File: config.mk
export PLATFORM = sky130hd
export DESIGN_NAME = fetch_controller
export DESIGN_NICKNAME = d
export VERILOG_FILES = /design/src/rtl/cpu_pkg.sv /design/src/rtl/fetch_controller_if_id_reg.sv /design/src/rtl/fetch_controller.sv
export SDC_FILE = /design/constraint.sdc
export NUM_CORES = 1
export LEC_CHECK = 0
export BUFFER_PORTS_ARGS = -buffer_cell sky130_fd_sc_hd__buf_4
export CAP_MARGIN = 20
export CELL_PAD_IN_SITES_DETAIL_PLACEMENT = 2
export CELL_PAD_IN_SITES_GLOBAL_PLACEMENT = 2
export CORE_AREA = 5 5 103 105
export CTS_CLUSTER_DIAMETER = 60
export DETAILED_ROUTE_END_ITERATION = 12
export DIE_AREA = 0 0 108 110
export GPL_TIMING_DRIVEN = 0
export HOLD_SLACK_MARGIN = 0.05
export PLACE_DENSITY_LB_ADDON = 0.1
export SETUP_SLACK_MARGIN = 0.15
export SLEW_MARGIN = 20
export SYNTH_ARGS = -nofsm -noshare
export SYNTH_HDL_FRONTEND = slang
export SYNTH_SLANG_ARGS = --single-unit
File: constraint.sdc
create_clock -name clk_i -period 6 [get_ports clk_i]
set_input_delay 1.2 -clock clk_i [delete_from_list [all_inputs] [get_ports clk_i]]
set_output_delay 1.2 -clock clk_i [all_outputs]
set_load 0.01 [all_outputs]
File: src/rtl/cpu_pkg.sv
// rtl/cpu_pkg.sv - shared fetch types, widths and defaults (PC_BOUND_CHECK_EN consumer: fetch_controller)
package cpu_pkg;

  localparam int WORD_W = 16;

  localparam logic [WORD_W-1:0] RESET_PC_DEF   = 16'h0000;
  localparam logic [WORD_W-1:0] HALT_INSTR_DEF = 16'hFFFF;

  typedef enum logic [1:0] {
    ST_IDLE  = 2'd0,
    ST_FETCH = 2'd1,
    ST_HALT  = 2'd2,
    ST_FAULT = 2'd3
  } fetch_state_e;

  // Saturating increment: stops at all-ones instead of wrapping.
  function automatic logic [WORD_W-1:0] sat_inc(input logic [WORD_W-1:0] v);
    return (v == {WORD_W{1'b1}}) ? v : v + 1'b1;
  endfunction

endpackage

File: src/rtl/fetch_controller_if_id_reg.sv
// rtl/fetch_controller_if_id_reg.sv - IF/ID valid/ready pipeline register with flush
module if_id_reg
  import cpu_pkg::*;
(
  input  logic              clk_i,
  input  logic              rst_i,
  input  logic              flush_i,
  input  logic              load_i,
  input  logic              ready_i,
  input  logic [WORD_W-1:0] instr_i,
  input  logic [WORD_W-1:0] pc_i,
  output logic              valid_o,
  output logic [WORD_W-1:0] instr_o,
  output logic [WORD_W-1:0] pc_o
);

  logic              valid_q, valid_d;
  logic [WORD_W-1:0] instr_q, instr_d;
  logic [WORD_W-1:0] pc_q, pc_d;

  // Flush beats load, load beats drain; a word leaves only when the consumer takes it.
  always_comb begin
    valid_d = valid_q;
    instr_d = instr_q;
    pc_d    = pc_q;
    if (flush_i) begin
      valid_d = 1'b0;
    end else if (load_i) begin
      valid_d = 1'b1;
      instr_d = instr_i;
      pc_d    = pc_i;
    end else if (valid_q && ready_i) begin
      valid_d = 1'b0;
    end
  end

  // Stage storage; an in-flight word is dropped on reset.
  always_ff @(posedge clk_i or posedge rst_i) begin
    if (rst_i) begin
      valid_q <= 1'b0;
      instr_q <= '0;
      pc_q    <= '0;
    end else begin
      valid_q <= valid_d;
      instr_q <= instr_d;
      pc_q    <= pc_d;
    end
  end

  assign valid_o = valid_q;
  assign instr_o = instr_q;
  assign pc_o    = pc_q;

endmodule

File: src/rtl/fetch_controller.sv
// rtl/fetch_controller.sv - instruction-fetch sequencer; optional PC bound check via PC_BOUND_CHECK_EN
module fetch_controller
  import cpu_pkg::*;
#(
  parameter logic [WORD_W-1:0] RESET_PC   = RESET_PC_DEF,
  parameter logic [WORD_W-1:0] HALT_INSTR = HALT_INSTR_DEF,
  parameter int                MEM_DEPTH  = 256
) (
  input  logic              clk_i,
  input  logic              rst_i,
  output logic [WORD_W-1:0] imem_addr_o,
  input  logic [WORD_W-1:0] imem_instr_i,
  input  logic              branch_valid_i,
  input  logic [WORD_W-1:0] branch_target_i,
  input  logic              id_ready_i,
  output logic              if_valid_o,
  output logic [WORD_W-1:0] if_instr_o,
  output logic [WORD_W-1:0] if_pc_o,
  output logic              halted_o,
  output logic              fault_o,
  output logic [WORD_W-1:0] fetch_count_o
);

  fetch_state_e      state_q, state_d;
  logic [WORD_W-1:0] pc_q, pc_d;
  logic [WORD_W-1:0] count_q, count_d;

  logic branch_take;
  logic slot_free;
  logic pc_oob;
  logic is_halt;
  logic load_en;
  logic fault_trip;
  logic accept;

  // A branch is honoured everywhere except FAULT, which is sticky until reset.
  assign branch_take = branch_valid_i && (state_q != ST_FAULT);
  assign slot_free   = !if_valid_o || id_ready_i;
  assign is_halt     = (imem_instr_i == HALT_INSTR);

`ifdef PC_BOUND_CHECK_EN
  assign pc_oob = ({1'b0, pc_q} >= 17'(MEM_DEPTH));
`else
  localparam int unused_mem_depth = MEM_DEPTH;
  assign pc_oob = 1'b0;
`endif

  assign load_en    = (state_q == ST_FETCH) && slot_free && !branch_take && !pc_oob;
  assign fault_trip = (state_q == ST_FETCH) && slot_free && !branch_take && pc_oob;
  // The word being flushed by a branch is never credited as accepted.
  assign accept     = if_valid_o && id_ready_i && !branch_take;

  // FSM state register.
  always_ff @(posedge clk_i or posedge rst_i) begin
    if (rst_i) begin
      state_q <= ST_IDLE;
    end else begin
      state_q <= state_d;
    end
  end

  // FSM next state: branch first, then bound fault, then halt detection on a load.
  always_comb begin
    state_d = state_q;
    if (branch_take) begin
      state_d = ST_FETCH;
    end else begin
      case (state_q)
        ST_IDLE:  state_d = ST_FETCH;
        ST_FETCH: begin
          if (fault_trip) begin
            state_d = ST_FAULT;
          end else if (load_en && is_halt) begin
            state_d = ST_HALT;
          end
        end
        ST_HALT:  state_d = ST_HALT;
        ST_FAULT: state_d = ST_FAULT;
        default:  state_d = ST_IDLE;
      endcase
    end
  end

  // FSM outputs and datapath next values; the PC parks on a halt word.
  always_comb begin
    pc_d    = pc_q;
    count_d = count_q;
    if (branch_take) begin
      pc_d = branch_target_i;
    end else if (load_en && !is_halt) begin
      pc_d = pc_q + 1'b1;
    end
    if (accept) begin
      count_d = sat_inc(count_q);
    end
    halted_o = (state_q == ST_HALT);
`ifdef PC_BOUND_CHECK_EN
    fault_o  = (state_q == ST_FAULT);
`else
    fault_o  = 1'b0;
`endif
  end

  // Program counter and accepted-instruction counter.
  always_ff @(posedge clk_i or posedge rst_i) begin
    if (rst_i) begin
      pc_q    <= RESET_PC;
      count_q <= '0;
    end else begin
      pc_q    <= pc_d;
      count_q <= count_d;
    end
  end

  assign imem_addr_o   = pc_q;
  assign fetch_count_o = count_q;

  if_id_reg u_if_id (
    .clk_i   (clk_i),
    .rst_i   (rst_i),
    .flush_i (branch_take),
    .load_i  (load_en),
    .ready_i (id_ready_i),
    .instr_i (imem_instr_i),
    .pc_i    (pc_q),
    .valid_o (if_valid_o),
    .instr_o (if_instr_o),
    .pc_o    (if_pc_o)
  );

endmodule

* After elaboration in Yosys (flattened, before gate mapping)
Index checks and enable logic that the tools add are counted.
Storage, ports and cells: flip-flop bits (word level) 67, output and inout port bits 67
Cells by class: add/subtract/negate cells 2, eq/ne operators 7, mux-type cells 8, bitwise operators 2, reductions and logical operators 16
Operator list (count):
- $add A16 B1 Y16 const B | 2
- $eq A16 B16 Y1 const B | 2
- $mux W16 | 2
- $pmux W2 S4 | 1
- $logic_and A1 B1 Y1 | 7
- $eq A2 B2 Y1 const B | 2
- $mux W2 | 2
- $reduce_and A2 Y1 | 2
- $logic_not A1 Y1 | 3
- $mux W1 | 3
- $ne A3 B2 Y1 const B | 1
- $reduce_bool A3 Y1 | 1
- $eq A2 B1 Y1 const B | 1
- $logic_not A2 Y1 | 1
- $ne A2 B2 Y1 const B | 1
- $not A1 Y1 | 2
- $reduce_bool A2 Y1 | 1
- $logic_or A1 B1 Y1 | 1

* Longest topological paths before layout
depth after elaboration 8, depth in mapped cells 7, depth with buffers taken out 6

* Cells and area by module
From an unflattened synthesis, not the netlist that was laid out.
Second synthesis, totals: cells, all modules 291, area total of the unflattened synthesis 3502.1 sq um
By module, submodules not included:
- fetch_controller | times used 1, cells each 217, area each 2099.5 sq um, sequential area each 850.8 sq um
- if_id_reg | times used 1, cells each 74, area each 1402.6 sq um, sequential area each 825.8 sq um

* Worst setup path after synthesis
No wires, ideal clock.
path kind input port to flip-flop, start point in branch_valid_i, end point reg u_if_id.instr_q[0] (netlist: u_if_id.instr_o[0]), library setup time 0.125 ns, arrival 2.308 ns, slack 3.567 ns, stages on the path 5, buffers on the path 2, cells stage by stage or2b_2 nand3_2 buf_6 buf_2 mux2_2
Between the ends: word-level cells in the longest chain between the ends 4, elaborated cells on any way between the ends 5, those cells by class bitwise (1); reduce/logical (4)
RTL lines:
- start: declaration | RTL line fetch_controller.sv:13 | input logic branch_valid_i,
- $logic_and A1 B1 Y1 * | RTL line fetch_controller.sv:37 | assign branch_take = branch_valid_i && (state_q != ST_FAULT);
- $logic_not A1 Y1 | RTL line fetch_controller.sv:48 | assign load_en = (state_q == ST_FETCH) && slot_free && !branch_take && !pc_oob;
- $logic_and A1 B1 Y1
- $reduce_and A2 Y1 (no source line) *
- end signal: assignment | RTL line fetch_controller_if_id_reg.sv:45 | instr_q <= instr_d;
- end: declaration | RTL line fetch_controller_if_id_reg.sv:18 | logic [WORD_W-1:0] instr_q, instr_d;
Every way passes the cells marked *; elsewhere a longest branch is shown, timed or not. A chain may end at the register's enable or synchronous reset.

* Worst setup path in the final report
start point in branch_valid_i, end point reg u_if_id.pc_q[5] (netlist: u_if_id.pc_o[5])
Between the ends: word-level cells in the longest chain between the ends 4, elaborated cells on any way between the ends 5, those cells by class bitwise (1); reduce/logical (4)
RTL lines:
- $logic_and A1 B1 Y1 * | RTL line fetch_controller.sv:37
- $logic_not A1 Y1 | RTL line fetch_controller.sv:48
- $logic_and A1 B1 Y1
- $reduce_and A2 Y1 (no source line) *
- end signal: assignment | RTL line fetch_controller_if_id_reg.sv:46 | pc_q <= pc_d;
- end: declaration | RTL line fetch_controller_if_id_reg.sv:19 | logic [WORD_W-1:0] pc_q, pc_d;
Marked as above.

==> impl_table.tex <==
\begin{tabular}{lr}
\hline
Metric & Value \\
\hline
\multicolumn{2}{l}{\textbf{Status}} \\
Result of the run & finished, final reports clean \\
\multicolumn{2}{l}{\textbf{STA}} \\
Number of setup violations in the final report & 0 \\
Setup clock skew after layout & between 9 and 10 ps \\
Sum of negative setup slack & 0 ps \\
Final critical-path required period & 2382 ps \\
Max-slew violation count & 0 \\
Worst slew pin tran & between 500 and 600 ps \\
Worst hold slack & 496.7 ps \\
Final worst slack & $\sim$3600 ps \\
RSZ-0062 raised after global routing & no \\
FMAX & roughly 420 MHz \\
Normalized max-slew margin & a little over three fifths \\
Fin. Hold Viols & 0 \\
Post-route clock period utilization & 39.70\% \\
\multicolumn{2}{l}{\textbf{Power and ir drop}} \\
Power density normalized to cell area & slightly below 500 nW/µm² \\
Static leakage power & around 2.0 nW \\
Peak ir drop on the vdd network & around 0.00016 V \\
Total Power Consumption & 2.130 mW \\
\multicolumn{2}{l}{\textbf{Placed design}} \\
Quantity of I/O buffers inserted on ports & roughly 100 \\
Cell count after placement & 502 \\
Total placed instance area & between 4000 and 5000 µm² \\
Worst Setup Slack post-DPL & 3250 ps \\
Half-perimeter wire length after detailed placement & 6782 µm \\
GPL Wtd Cong & between 0.7 and 0.8 \\
\multicolumn{2}{l}{\textbf{Final layout}} \\
Layout cells sized above 1 & a little over two fifths \\
Total number of nets in the final design & $\sim$420 \\
Final cell area excluding filler cells & between 4000 and 5000 µm² \\
Area growth from synthesis to final layout & 37.00\% \\
Final core utilization & approximately 45\% \\
Ant diodes & 0 \\
Count of non-filler cells in the finished layout & just over 500 \\
\multicolumn{2}{l}{\textbf{Global route}} \\
Antenna violations before repair & 0 \\
Overall track demand over capacity in global routing & 15.42\% \\
Number of global-route vias before repair & between 2,000 and 3,000 \\
Pin count of the biggest net entering global routing & between 40 and 50 \\
Leftover overflow at the end of global routing & 0 \\
Global-route wire length before repair & about 14,000 µm \\
\multicolumn{2}{l}{\textbf{Logic synthesis}} \\
Main flop type after synthesis & dfrtp\_1 \\
Most frequent cells after synthesis & dfrtp\_1 (67), mux2\_2 (32), xnor2\_1 (28), nand2\_1 (26), nand3\_1 (12) \\
Synth Cell Area & between 3000 and 4000 µm² \\
Distinct cell type count after synthesis & 42 \\
Synth Warn \# & 0 \\
Number of flops mapped to enable cells by yosys & 0 \\
Dominant cells by area after synthesis & dfrtp\_1 (53\%), mux2\_2 (11\%), xnor2\_1 (7.8\%), nand2\_1 (3.1\%), ha\_1 (2.4\%) \\
Proportion of register bits with asynchronous set or reset after synthesis & 100.0\% \\
Number of register bits inferred by synthesis & between 60 and 70 \\
Largest area contributor in the synthesized netlist & dfrtp\_1 \\
Fraction of synthesized cell area taken by the top area cell type & roughly 53\% \\
Leading cell type by number of instances after synthesis & dfrtp\_1 \\
Register area share after synthesis & around 53\% \\
Post-synthesis cell count & roughly 270 \\
Nets in the synthesized netlist & approximately 310 \\
Mean instance size in the synthesized netlist & about 12 µm² \\
\multicolumn{2}{l}{\textbf{CTS}} \\
CTS-repair resized insts & 0 \\
Clock-pin slew on the worst setup and hold paths & $\sim$80 ps \\
Clock tree from TritonCTS & done \\
Clock sinks & 67 \\
CTS Buf Count & 9 \\
Insertion delay of the later-clocked pin in the worst-skew pair & approximately 340 ps \\
Root buffer cell & clkbuf\_8 \\
Buffer levels on the longest clock path & 2 \\
Buffers inserted by post-CTS timing repair & 0 \\
H-tree levels & 3 \\
Post-CTS Hold Buffers & 0 \\
\multicolumn{2}{l}{\textbf{Worst hold path}} \\
Type of the tightest min-delay check & flop to flop \\
Startpoint of the most critical hold path & fetch\_count\_o[14] \\
Hold Path Cell Cnt & 1 \\
End point of the most critical hold path & fetch\_count\_o[14] \\
\multicolumn{2}{l}{\textbf{Floorplanning}} \\
Core Box Area & around 9500 µm² \\
Die H & between 100 and 150 µm \\
Die width & roughly 110 µm \\
\# rows & 36 \\
Die footprint & 11,880 µm² \\
Initial standard-cell utilization of the core & between 30 and 40\% \\
IO Pins & about 100 \\
\multicolumn{2}{l}{\textbf{Setup path}} \\
Classification of the worst setup path & input port to flop \\
Worst reg2reg path endpoint & u\_if\_id.pc\_o[5] \\
Endpoint type of the worst setup path & flop \\
Worst endpoint required time & approximately 6200 ps \\
Maximum fanout along the worst path & 10 \\
Worst flop-to-flop path startpoint & state\_q[0] \\
Worst setup SP type & input port \\
Worst path arrival time & 2600 ps \\
Worst-case reg-to-reg path depth & 6 \\
Setup slack of the worst register-to-register path & 3920 ps \\
\multicolumn{2}{l}{\textbf{Routing}} \\
Via density & around 4.8 \\
Violation count after the first detailed-routing iteration & 52 \\
DR vias & around 2,500 \\
Drt wl/cell & $\sim$17 µm \\
DRT Pass-1 Iters & 4 \\
Wire length reported by the detailed router & 8865 µm \\
Detailed-route DRC error count & 0 \\
Antenna-violating nets left & 0 \\
\multicolumn{2}{l}{\textbf{Job}} \\
Max capacitance violation total & 0 \\
\hline
\end{tabular}
[layout by cell type, fill, tap and decap left out, types with 2 or more instances in the layout]
cell type | netlist | layout
clkbuf_1 | 3 | 5
and4_1 | 3 | 3
buf_2 | 4 | 4
o21ai_0 | 9 | 9
xnor2_1 | 28 | 28
bufinv_16 | 0 | 2
xor2_1 | 2 | 2
nor4_2 | 2 | 2
a21oi_1 | 3 | 3
clkbuf_8 | 0 | 10
buf_4 | 1 | 102
o21ai_1 | 4 | 4
nand4_1 | 10 | 10
nand3_1 | 12 | 12
ha_1 | 6 | 6
nor2_1 | 8 | 8
o21ai_2 | 2 | 2
inv_1 | 6 | 5
dfrtp_1 | 67 | 67
nand2_1 | 26 | 26
nand4_2 | 2 | 2
and3_1 | 3 | 3
buf_6 | 2 | 2
mux2_2 | 32 | 32
nor4_1 | 7 | 7
nor3_1 | 7 | 7
[logic make-up (layout without fill, tap and decap cells)]
family | after synthesis | after routing | synth area share [%]
compound gates | 22 | 22 | 4.486
xor+xnor | 30 | 30 | 8.337
fa+ha+maj | 6 | 6 | 2.382
buf+inv | 16 | 134 | 2.660
flops | 67 | 67 | 53.20
mux | 33 | 33 | 11.75
other cells | 1 | 1 | 0.1190
simple gates | 92 | 92 | 17.07
[state kept, by name, indices dropped and copies added (netlist names)]
| register | flops |
|---|---|
| imem_addr_o | 16 |
| u_if_id.pc_o | 16 |
| fetch_count_o | 16 |
| u_if_id.valid_o | 1 |
| state_q | 2 |
| u_if_id.instr_o | 16 |
[critical path, stage by stage]
cell and delay [ps]:
buf_4 90, or2b_2 370, nand3_2 150, buf_6 150, buf_2 260, mux2_2 370
[metal layers]
metal,wire [µm],up-vias,part of all wire [%],GRT usage [%]
met3,422,9,4.8,3.727
met5,0,-,0,0
met1,3959,1235,45,19.80
met2,4381,58,49,25.67
met4,102,0,1.2,5.140
li1,-,1166,-,-
[area by class of cell]
type	count	area, µm²
multi-input cells	184	1391
fillers	1024	5231
repair buffers	102	778.2
flip-flops and latches	67	1677
clock inverters	4	73.82
clock buffers	12	145.1
plain buffers	10	61.31
inverters	6	25.02
well taps	133	166.4
[power breakdown]
part           internal (mW)  switching, mW  total (mW)
sequential             0.641          0.172       0.813
combinational          0.489          0.408       0.896
clock                  0.246          0.175       0.421
[how the worst max path moves through the flow]
stage / depth (start not counted) / end / startpoint / slack (ps)
after floorplan: 1 / fetch_count_o[0] / rst_i / 3120
after global placement: 2 / u_if_id.pc_o[9] / rst_i / 2110
after detailed placement: 6 / u_if_id.instr_o[13] / branch_valid_i / 3250
after CTS: 3 / halted_o / state_q[0] / 3600
after global routing: 7 / imem_addr_o[1] / imem_instr_i[1] / 3510
final: 6 / u_if_id.pc_o[5] / branch_valid_i / 3620
(Power assumes the default switching activity.)
